===== src/rtl/sd_cmd_arbiter.sv =====
// Arbitrates the single SD command-master settings port between the data master and host registers.
// Optional abort-on-timeout is compiled in with `define SD_CMD_ARB_TIMEOUT_EN.
module sd_cmd_arbiter #(
  parameter int ARG_W   = 32,
  parameter int SET_W   = 16,
  parameter int TMO_W   = 8,
  parameter int TMO_MAX = 255
) (
  input  logic             clk,
  input  logic             rst,
  input  logic             dm_req,
  input  logic [ARG_W-1:0] dm_arg,
  input  logic [SET_W-1:0] dm_set,
  output logic             dm_gnt,
  output logic             dm_done,
  input  logic             host_req,
  input  logic [ARG_W-1:0] host_arg,
  input  logic [SET_W-1:0] host_set,
  output logic             host_gnt,
  output logic             host_done,
  output logic             done_err,
  output logic             tmo,
  output logic             owner,
  output logic             arb_busy,
  output logic             cm_we,
  output logic [ARG_W-1:0] cm_arg,
  output logic [SET_W-1:0] cm_set,
  input  logic             cm_we_ack,
  input  logic             cm_busy,
  input  logic             cm_tsf_err
);

  typedef enum logic [1:0] {IDLE, WRITE, WAIT_BUSY, WAIT_IDLE} state_t;

  state_t state;
  logic   last_owner;
  logic   err;
  logic   sel_host;

  // On a tie the side that did not own the previous command wins.
  assign sel_host = host_req & (~dm_req | ~last_owner);

`ifdef SD_CMD_ARB_TIMEOUT_EN
  logic [TMO_W-1:0] tmo_cnt;
  logic             tmo_hit;

  // Compare against TMO_MAX-1 so the abort pulse lands TMO_MAX cycles after WRITE entry.
  assign tmo_hit = (tmo_cnt >= TMO_W'(TMO_MAX - 1));

  always_ff @(posedge clk or posedge rst) begin
    if (rst) begin
      tmo_cnt <= '0;
    end else if (state == IDLE) begin
      tmo_cnt <= '0;
    end else if (state == WRITE || state == WAIT_BUSY) begin
      tmo_cnt <= tmo_cnt + 1'b1;
    end
  end
`else
  logic unused_tmo_cfg;
  assign unused_tmo_cfg = ^TMO_W'(TMO_MAX);
  assign tmo = 1'b0;
`endif

  always_ff @(posedge clk or posedge rst) begin
    if (rst) begin
      state      <= IDLE;
      last_owner <= 1'b1;
      err        <= 1'b0;
      owner      <= 1'b0;
      arb_busy   <= 1'b0;
      cm_we      <= 1'b0;
      cm_arg     <= '0;
      cm_set     <= '0;
      dm_gnt     <= 1'b0;
      host_gnt   <= 1'b0;
      dm_done    <= 1'b0;
      host_done  <= 1'b0;
      done_err   <= 1'b0;
`ifdef SD_CMD_ARB_TIMEOUT_EN
      tmo        <= 1'b0;
`endif
    end else begin
      dm_gnt    <= 1'b0;
      host_gnt  <= 1'b0;
      dm_done   <= 1'b0;
      host_done <= 1'b0;
      done_err  <= 1'b0;
`ifdef SD_CMD_ARB_TIMEOUT_EN
      tmo       <= 1'b0;
`endif
      case (state)
        IDLE: begin
          if (dm_req || host_req) begin
            owner    <= sel_host;
            cm_arg   <= sel_host ? host_arg : dm_arg;
            cm_set   <= sel_host ? host_set : dm_set;
            err      <= 1'b0;
            cm_we    <= 1'b1;
            arb_busy <= 1'b1;
            state    <= WRITE;
          end
        end
        WRITE: begin
          if (cm_we_ack) begin
            cm_we      <= 1'b0;
            dm_gnt     <= ~owner;
            host_gnt   <= owner;
            last_owner <= owner;
            state      <= WAIT_BUSY;
          end
`ifdef SD_CMD_ARB_TIMEOUT_EN
          else if (tmo_hit) begin
            cm_we     <= 1'b0;
            dm_done   <= ~owner;
            host_done <= owner;
            done_err  <= 1'b1;
            tmo       <= 1'b1;
            arb_busy  <= 1'b0;
            state     <= IDLE;
          end
`endif
        end
        WAIT_BUSY: begin
          err <= err | cm_tsf_err;
          if (cm_busy) begin
            state <= WAIT_IDLE;
          end
`ifdef SD_CMD_ARB_TIMEOUT_EN
          else if (tmo_hit) begin
            dm_done   <= ~owner;
            host_done <= owner;
            done_err  <= 1'b1;
            tmo       <= 1'b1;
            arb_busy  <= 1'b0;
            state     <= IDLE;
          end
`endif
        end
        WAIT_IDLE: begin
          err <= err | cm_tsf_err;
          // An error flagged on the same edge as the busy fall still counts.
          if (!cm_busy) begin
            dm_done   <= ~owner;
            host_done <= owner;
            done_err  <= err | cm_tsf_err;
            arb_busy  <= 1'b0;
            state     <= IDLE;
          end
        end
        default: state <= IDLE;
      endcase
    end
  end

endmodule


===== config.mk =====
export PLATFORM = sky130hd
export DESIGN_NAME = sd_cmd_arbiter
export DESIGN_NICKNAME = d
export VERILOG_FILES = /design/src/rtl/sd_cmd_arbiter.sv
export SDC_FILE = /design/constraint.sdc
export NUM_CORES = 1
export LEC_CHECK = 0
export CORE_MARGIN = 3
export CORE_UTILIZATION = 38
export DETAILED_ROUTE_END_ITERATION = 6
export PLACE_DENSITY_LB_ADDON = 0.12
export SETUP_SLACK_MARGIN = 0.5
export SLEW_MARGIN = 15
export SYNTH_ARGS = -nofsm -noshare
export SYNTH_HDL_FRONTEND = slang
export SYNTH_SLANG_ARGS = --single-unit

===== constraint.sdc =====
create_clock -name clk -period 3 [get_ports clk]
set_input_delay 0.9 -clock clk [delete_from_list [all_inputs] [get_ports clk]]
set_output_delay 0.9 -clock clk [all_outputs]
set_load 0.005 [all_outputs]

==> flow_summary_export.csv, run 1 <==
group,metric,value,unit
worst_setup_path,crit_path_top_delay_cell,"clkdlybuf4s50_1",
pwr,pwr-share-clk,17.8,%
timing,final.min_clock_period,2.21,ns
pwr,p_int,0.00261,W
worst_setup_path,start_kind,"flip-flop",
finish,final_layout_size_suffix_gt1_share,6.79,%
global_routing,antenna_found_initial,0,
worst_setup_path,crit_required,2.10,ns
finish,synthToLayoutAreaGrowth,67.8,%
place,gp_congestion,0.796,
place,dpl.cell_count,508,
timing,fin_crit_sh,73.6,%
yosys,synth_largest_area_cell,"dfrtp_1",
drt,drtIter0Drc,57,
floorplanning,dieArea,8480,µm²
worst_setup_path,startpoint,"owner",
floorplanning,initial_utilization,40.3,%
worst_setup_path,cp_max_fo,6,
floorplanning,fp.dieW,92.1,µm
worst_setup_path,r2r-start,"state[0]",
global_routing,globalRouteTotalUtil,19.4,%
floorplanning,core_area,6980,µm²
worst_hold_path,min_from,"cm_set[8]",
drt,drc,0,
timing,tns,0,ns
clock_network,ctsHoldBuffers,0,
clock_network,cts.htree.levels,3,
pwr,p_sw,0.00123,W
yosys,synthTopCellsByArea,"dfrtp_1 52%, mux2i_1 18%, o21ai_0 7.6%, nand2_1 6.7%, ha_1 3.1%",
timing,slew_viol_final,0,
drt,dr_total_vias,2435,
timing,fin_skew,0.00692,ns
run,maxCapViolCount,0,
run_status,status,"finished, final reports clean",
yosys,ys_types,23,
pwr,power_leakage,2.18,nW
global_routing,grt_max_degree,67,
global_routing,grt_overflow,0,
global_routing,grt_pass1_vias,2475,
timing,fmaxAchievable,0.453,GHz
finish,nets,533,
pwr,pwr-share-comb,46.1,%
clock_network,cts.clk_slew.worst_paths,0.06,ns
drt,drtAntennaViolNets,0,
floorplanning,io_pins,160,
timing,final-setup-viol-count,0,
drt,routedWlPerCell,14.9,µm
drt,routed_wl,7.79,mm
worst_hold_path,min_path_type,"flip-flop to flip-flop",
drt,viasPerCell,4.66,
yosys,syn_nets,373,
clock_network,cts_root_buf,"clkbuf_8",
floorplanning,rows,30,
clock_network,cts_made_buffers,9,
finish,fillers,571,
timing,rsz0062_at_grt,"no",
yosys,syn_area,2820,µm²
pwr,vdd_ir_drop_max,0.506,mV
worst_setup_path,crit_type,"flip-flop to primary output",
floorplanning,fp.dieH,92.1,µm
worst_setup_path,crit_arrival,1.31,ns
place,portBuffers,158,
finish,antenna_cells,0,
place,dp_hpwl,6.12,mm
drt,first_pass_iters,4,
yosys,synth_top_area_share,52.4,%
yosys,yosysWarningCount,0,
worst_setup_path,slowest_delay,0.55,ns
pwr,pwr-share-seq,36.1,%
global_routing,grt_pass1_wl,12.8,mm
yosys,syn_inst,263,
pwr,p_per_area,815,nW/µm²
yosys,ys_seq_area_share,53.4,%
clock_network,cts_tree,"built",
yosys,avgSynthCellArea,10.7,µm²
yosys,ys_ff_latch,60,
clock_network,clock_latency,0.33,ns
worst_setup_path,crit_family,"buffers and inverters",
finish,fin_util,67.7,%
finish,stdcell_count,523,
clock_network,cts_resized,0,
worst_setup_path,endpoint_kind,"primary output",
clock_network,clockBufferDepth,2,
worst_setup_path,cp.buffers_inverters,1,
pwr,p_sw_share,32.1,%
worst_setup_path,crit_chain,"clkdlybuf4s50_1",
timing,report.final.hold_viol_count,0,
clock_network,postCtsSetupBuffers,0,
clock_network,clkSinkCount,60,
==> power groups by stage <==
stage	Combinational [W]	Sequential, W	Clock (W)
2_1_floorplan	0.000739	0.00142	0
3_3_place_gp	0.00176	0.00139	0
3_5_place_dp	0.00181	0.00141	0
4_1_cts	0.00181	0.00139	0.000703
5_1_grt	0.00198	0.00144	0.000753
6_report	0.00177	0.00139	0.000684
==> synth_stat cells <==
master	count
buf_6	3
and3_1	2
dfrtp_1	59
ha_1	7
clkbuf_1	7
a21bo_1	1
mux2i_1	50
nand2_1	50
nor2_1	6
o21ai_2	1
nand2b_1	1
nor3b_2	1
o31ai_1	4
dfstp_2	1
o21ai_1	9
a211o_1	1
buf_4	4
conb_1	1
mux2_2	2
mux2_1	1
inv_1	6
o21ai_0	43
buf_2	3
==> kinds of logic after synthesis <==
family | share of synthesized area, %
compound gates | 11.3
buf+inv | 4.53
fa+ha+maj | 3.11
other cells | 0.133
simple gates | 8.58
flops | 53.4
mux | 19.0
==> final timing paths <==
kind / endpoint / slack (ns) / cells after the start
worst min register to register: cm_set[8] / 0.48 / 2
min in group asynchronous: cm_set[4] / 0.91 / 2
max in group asynchronous: cm_arg[21] / 1.56 / 3
worst min-delay path: cm_set[8] / 0.48 / 2
worst max register to register: state[1] / 1.20 / 5
worst max-delay path: owner / 0.79 / 1
==> final cells by class <==
cell class | count | area (µm²) | area share (%)
tap | 96 | 120 | 2.54
multi-input combinational | 180 | 1200 | 25.4
clock buffer | 14 | 183 | 3.87
timing repair buffer | 166 | 1690 | 35.8
clock inverter | 1 | 5.00 | 0.106
sequential | 60 | 1500 | 31.8
inverter | 6 | 22.5 | 0.477
==> metal layers <==
metal,GRT usage (%),vias up,wire [µm]
li1,-,1220,-
met1,23.7,1129,3240
met2,33.5,79,4000
met3,5.58,7,470
met4,5.20,0,83
met5,0,-,0
==> through the flow <==
step	worst slack (ns)	instance area, µm²	hold slack, ns	total power (W)
finish	0.793	4720	0.479	0.00385
global route	0.708	4720	0.511	0.00418
CTS	0.767	4720	0.484	0.00391
detailed placement	0.490	4540	0.470	0.00322
global placement	0.572	4540	0.462	0.00315
floorplan	0.617	2820	0.464	0.00216
==> cell usage in the layout (no fill, tap or decap), types with 5 or more instances in the layout <==
cell type / netlist / final
clkbuf_8: 0 / 13
clkdlybuf4s50_1: 0 / 158
dfrtp_1: 59 / 59
ha_1: 7 / 7
inv_1: 6 / 5
mux2i_1: 50 / 50
nand2_1: 50 / 50
nor2_1: 6 / 6
o21ai_0: 43 / 43
o21ai_1: 9 / 9
==> registers in the layout, indices dropped and copies added (netlist names) <==
name	count
owner	1
err	1
host_gnt	1
cm_set	16
last_owner	1
state	2
cm_we	1
done_err	1
dm_gnt	1
cm_arg	32
arb_busy	1
host_done	1
dm_done	1
Note: power is estimated with default switching activity, not from simulation.
==> inputs of run 2 (changes only) <==
- clock period: 3 -> 2.13 ns (I/O delays scaled with it)
==> flow_summary_export.csv, run 2 (same netlist as run 1, synthesis figures left out) <==
group,metric,value,unit
drt,drc,0,
floorplanning,io_pins,160,
clock_network,cts.htree.levels,3,
clock_network,clock_latency,0.33,ns
timing,slew_viol_final,0,
worst_setup_path,crit_type,"flip-flop to flip-flop",
timing,fin_ws,0.516,ns
worst_setup_path,cp_max_fo,4,
finish,synthToLayoutAreaGrowth,74.2,%
pwr,p_per_area,1120,nW/µm²
run_status,status,"finished, final reports clean",
floorplanning,dieArea,8480,µm²
drt,first_pass_iters,5,
finish,antenna_cells,0,
floorplanning,rows,30,
place,gp_congestion,0.735,
timing,fmaxAchievable,0.620,GHz
floorplanning,fp.dieW,92.1,µm
pwr,power_leakage,2.34,nW
timing,fin_crit_sh,75.8,%
drt,drtIter0Drc,38,
finish,stdcell_area,4900,µm²
clock_network,cts.clk_slew.worst_paths,0.07,ns
clock_network,cts_tree,"built",
drt,drtAntennaViolNets,0,
finish,fillers,562,
global_routing,grt_pass1_vias,2527,
finish,top_register,"cm_arg",
clock_network,cts_root_buf,"clkbuf_8",
clock_network,clockBufferDepth,2,
global_routing,grt_pass1_wl,12.6,mm
global_routing,grt_overflow,0,
floorplanning,fp.dieH,92.1,µm
worst_setup_path,endpoint_kind,"flip-flop",
global_routing,antenna_found_initial,0,
timing,report.final.hold_viol_count,0,
pwr,power,0.00549,W
drt,routedWlPerCell,14.7,µm
clock_network,cts_made_buffers,9,
finish,final_common_cell,"clkdlybuf4s50_1",
worst_hold_path,min_path_type,"flip-flop to flip-flop",
finish,layout_common_cells,"99 x clkdlybuf4s50_1, 57 x dfrtp_1, 51 x clkdlybuf4s15_1",
floorplanning,initial_utilization,40.3,%
place,dp_hpwl,5.93,mm
drt,dr_total_vias,2528,
global_routing,globalRouteTotalUtil,19.1,%
pwr,vdd_ir_drop_max,0.686,mV
finish,top_regs,"cm_arg: 32 flops, cm_set: 16 flops, state: 2 flops",
run,maxCapViolCount,0,
drt,routed_wl,7.97,mm
worst_setup_path,crit_chain,"ha_2 > mux2_2 > a211o_1 > buf_4 > mux2i_2",
finish,largest_reg_flops,32,
place,portBuffers,158,
drt,viasPerCell,4.66,
global_routing,busiest_layer,"met2",
worst_setup_path,crit_required,2.36,ns
finish,final_layout_size_suffix_gt1_share,12.8,%
timing,rsz0062_at_grt,"yes",
clock_network,clkSinkCount,60,
place,dp_slack,-0.0616,ns
global_routing,grt_max_degree,69,
timing,final.min_clock_period,1.61,ns
worst_setup_path,crit_path_top_delay_cell,"dfrtp_2",
worst_setup_path,slowest_delay,0.44,ns
global_routing,met3_usage,7.30,%
floorplanning,core_area,6980,µm²
finish,fin_util,70.3,%
timing,timing.hold.ws,0.478,ns
place,dpl-instance-area,4590,µm²
clock_network,ctsHoldBuffers,0,
worst_setup_path,crit_family,"multiplexers",
worst_setup_path,cp.buffers_inverters,1,
worst_setup_path,start_kind,"flip-flop",
timing,final-setup-viol-count,0,
finish,nets,553,
timing,fin_skew,0.00958,ns
global_routing,grtUsageMet2,31.1,%
worst_setup_path,crit_arrival,1.84,ns
global_routing,use_met1,22.9,%
[run 2: worst paths after layout]
check                      startpoint        end  slack, ns  cells past startpoint
min in group asynchronous         rst  cm_arg[7]       0.72                      3
max reg2reg                  state[1]   state[0]       0.52                      5
max                          state[1]   state[0]       0.52                      5
max in group asynchronous         rst  cm_set[1]       1.14                      3
min                         cm_arg[1]  cm_arg[1]       0.48                      2
min reg2reg                 cm_arg[1]  cm_arg[1]       0.48                      2
[run 2: layout make-up]
cell class / instances / area [µm²] / share of cell area [%]
Sequential cell: 60 / 1510 / 30.7
Clock inverter: 2 / 10.0 / 0.204
Clock buffer: 13 / 159 / 3.24
Timing Repair Buffer: 186 / 1850 / 37.7
Multi-Input combinational cell: 180 / 1230 / 25.2
Inverter: 6 / 28.8 / 0.587
Tap cell: 96 / 120 / 2.45
[run 2: worst min-delay path: stages (launching register included)]
cell     delay [ns]
dfrtp_1        0.34
nand2_1        0.04
o21ai_0        0.06
[run 2: what timing repair did]
action,4_1_cts,5_1_grt
buffers inserted,6,9
gates resized for setup,91,31
endpoints found under the hold margin,0,0
pin swaps,2,1
endpoints found under the setup margin,103,32
[run 2: metrics by stage]
step,instances,setup TNS [ns]
5_1_grt,543,0
2_1_floorplan,263,0
4_1_cts,534,0
6_report,543,0
3_5_place_dp,513,-0.0883
3_3_place_gp,513,-0.0276
[run 2: power by group]
group	total [W]	internal [W]	switching, W
Sequential	0.00194	0.00168	0.000265
Clock	0.000899	0.000476	0.000422
Combinational	0.00265	0.00150	0.00115
Total	0.00549	0.00365	0.00183
[run 2: layer usage]
metal / part of all wire (%) / vias to the layer above
met5: 0 / -
met4: 1.8 / 0
met3: 9.4 / 11
met2: 48 / 108
met1: 41 / 1151
li1: - / 1258
==> inputs of run 3 (changes only) <==
- clock period: 2.13 -> 1.55 ns (I/O delays scaled with it)
==> flow_summary_export.csv, run 3 (same netlist as run 1, synthesis figures left out) <==
group,metric,value,unit
run_status,status,"finished, violations left",
run_status,violations,"setup timing",
drt,drtIter0Drc,97,
worst_setup_path,crit_chain,"buf_6 > inv_6 > ha_4 > buf_6 > o21ai_4 > buf_6 > buf_16 > nand2_1 > o21ai_1",
global_routing,grt_pass1_vias,2980,
worst_setup_path,slowest_delay,0.45,ns
clock_network,cts_root_buf,"clkbuf_8",
pwr,vdd_ir_drop_max,1.31,mV
global_routing,grt_overflow,0,
timing,rsz0062_at_grt,"yes",
worst_setup_path,r2r_setup_slack,-0.08,ns
worst_setup_path,crit_type,"flip-flop to flip-flop",
clock_network,cts_tree,"built",
floorplanning,fp.dieH,92.1,µm
clock_network,ctsHoldBuffers,0,
floorplanning,rows,30,
worst_setup_path,crit_arrival,1.85,ns
place,dp_slack,-0.445,ns
worst_setup_path,crit_family,"buffers and inverters",
timing,report.final.hold_viol_count,0,
clock_network,cts.htree.levels,3,
worst_hold_path,min_path_type,"input pin to async pin",
pwr,power_leakage,2.89,nW
worst_setup_path,cpMostUsedCell,"buf_6",
drt,first_pass_iters,6,
clock_network,clock_latency,0.33,ns
worst_setup_path,r2r-start,"state[1]",
worst_setup_path,endpoint_kind,"flip-flop",
timing,final-setup-viol-count,35,
timing,slew_viol_final,0,
run,maxCapViolCount,0,
clock_network,clockBufferDepth,2,
floorplanning,io_pins,160,
worst_setup_path,cp_max_fo,12,
floorplanning,core_area,6980,µm²
drt,viasPerCell,4.97,
timing,fin_crit_sh,105,%
finish,top_regs,"cm_arg: 32 flops, cm_set: 16 flops, state: 2 flops",
worst_setup_path,worstSetupPathDepth,9,
finish,largest_reg_flops,32,
worst_setup_path,crit_required,1.76,ns
finish,antenna_cells,0,
global_routing,antenna_found_initial,0,
finish,top_register,"cm_arg",
worst_setup_path,start_kind,"flip-flop",
global_routing,globalRouteTotalUtil,23.2,%
drt,routedWlPerCell,18.9,µm
place,dp_hpwl,5.92,mm
finish,final_common_cell,"clkdlybuf4s50_1",
pwr,p_per_area,1800,nW/µm²
clock_network,cts_made_buffers,9,
pwr,power,0.0105,W
floorplanning,initial_utilization,40.3,%
timing,fin_skew,0.00726,ns
worst_setup_path,setup.worst_path.end,"cm_set[8]",
global_routing,grt_pass1_wl,15.3,mm
worst_setup_path,cp.buffers_inverters,5,
worst_setup_path,reg2reg_depth,9,
worst_setup_path,crit_path_top_delay_cell,"dfrtp_2",
drt,routed_wl,11.4,mm
drt,dr_total_vias,3007,
finish,layout_common_cells,"99 x clkdlybuf4s50_1, 58 x dfrtp_1, 56 x buf_4",
floorplanning,dieArea,8480,µm²
finish,synthToLayoutAreaGrowth,107,%
place,gp_congestion,0.766,
finish,final_layout_size_suffix_gt1_share,48.1,%
timing,fin_ws,-0.0834,ns
worst_setup_path,startpoint,"state[1]",
clock_network,cts.clk_slew.worst_paths,0.07,ns
floorplanning,fp.dieW,92.1,µm
timing,fmaxAchievable,0.612,GHz
global_routing,grt_max_degree,22,
finish,nets,615,
drt,drc,0,
clock_network,clkSinkCount,60,
drt,drtAntennaViolNets,0,
worst_setup_path,reg2reg_to,"cm_set[8]",
timing,final.min_clock_period,1.63,ns
place,portBuffers,158,
[run 3: cell types whose count changed in the layout (fill, tap and decap cells not counted), sizes merged]
| cell | previous run | this run |
|---|---|---|
| dlygate4sd2 | 8 | 3 |
| buf | 28 | 139 |
| clkdlybuf4s15 | 51 | 0 |
| clkbuf | 13 | 17 |
| bufbuf | 0 | 3 |
[run 3: what timing repair did]
item,in CTS,in global routing
buffers inserted,23,32
hold endpoints to repair,0,0
pin swaps,6,35
resized for setup,257,89
endpoints found under the setup margin,116,116
gates cloned,10,4
[run 3: stage by stage]
stage / util [%] / instances / area [µm²] / setup TNS [ns] / hold WS (ns)
global route: 83.6 / 605 / 5830 / -2.87 / 0.417
detailed placement: 67.2 / 521 / 4690 / -16.12 / 0.475
finish: 83.6 / 605 / 5830 / -0.712 / 0.414
global placement: 67.2 / 521 / 4690 / -15.13 / 0.466
CTS: 73.7 / 569 / 5140 / -0.227 / 0.418
floorplan: - / 263 / 2920 / -0.0344 / 0.464
[run 3: metal layers]
metal	up-vias	wire [µm]	share of wire, %	global-route usage, %
li1	1391	-	-	-
met1	1473	4220	37	27.8
met2	125	6240	55	40.5
met3	18	738	6.5	5.50
met4	0	225	2.0	8.54
met5	-	0	0	0
[run 3: power by group]
| group | internal [W] | switching (W) |
|---|---|---|
| registers | 0.00230 | 0.000457 |
| logic | 0.00369 | 0.00278 |
| clock network | 0.000655 | 0.000596 |
| total | 0.00665 | 0.00384 |
[run 3: area by class of cell]
type	instances	area, µm²
clock inverter	2	10.0
sequential	60	1500
timing repair buffer	248	2400
fill	404	1150
inverter	6	31.3
multi-input combinational	180	1610
clock buffer	13	159
tap	96	120
[run 3: worst min path at each step]
stage / slack, ns / cells after the start / start / to
finish: 0.41 / 2 / rst / cm_arg[23]
global route: 0.42 / 2 / rst / host_gnt
CTS: 0.42 / 2 / rst / cm_arg[23]
detailed placement: 0.47 / 2 / cm_arg[29] / cm_arg[29]
global placement: 0.47 / 2 / cm_arg[11] / cm_arg[11]
floorplan: 0.46 / 2 / err / done_err
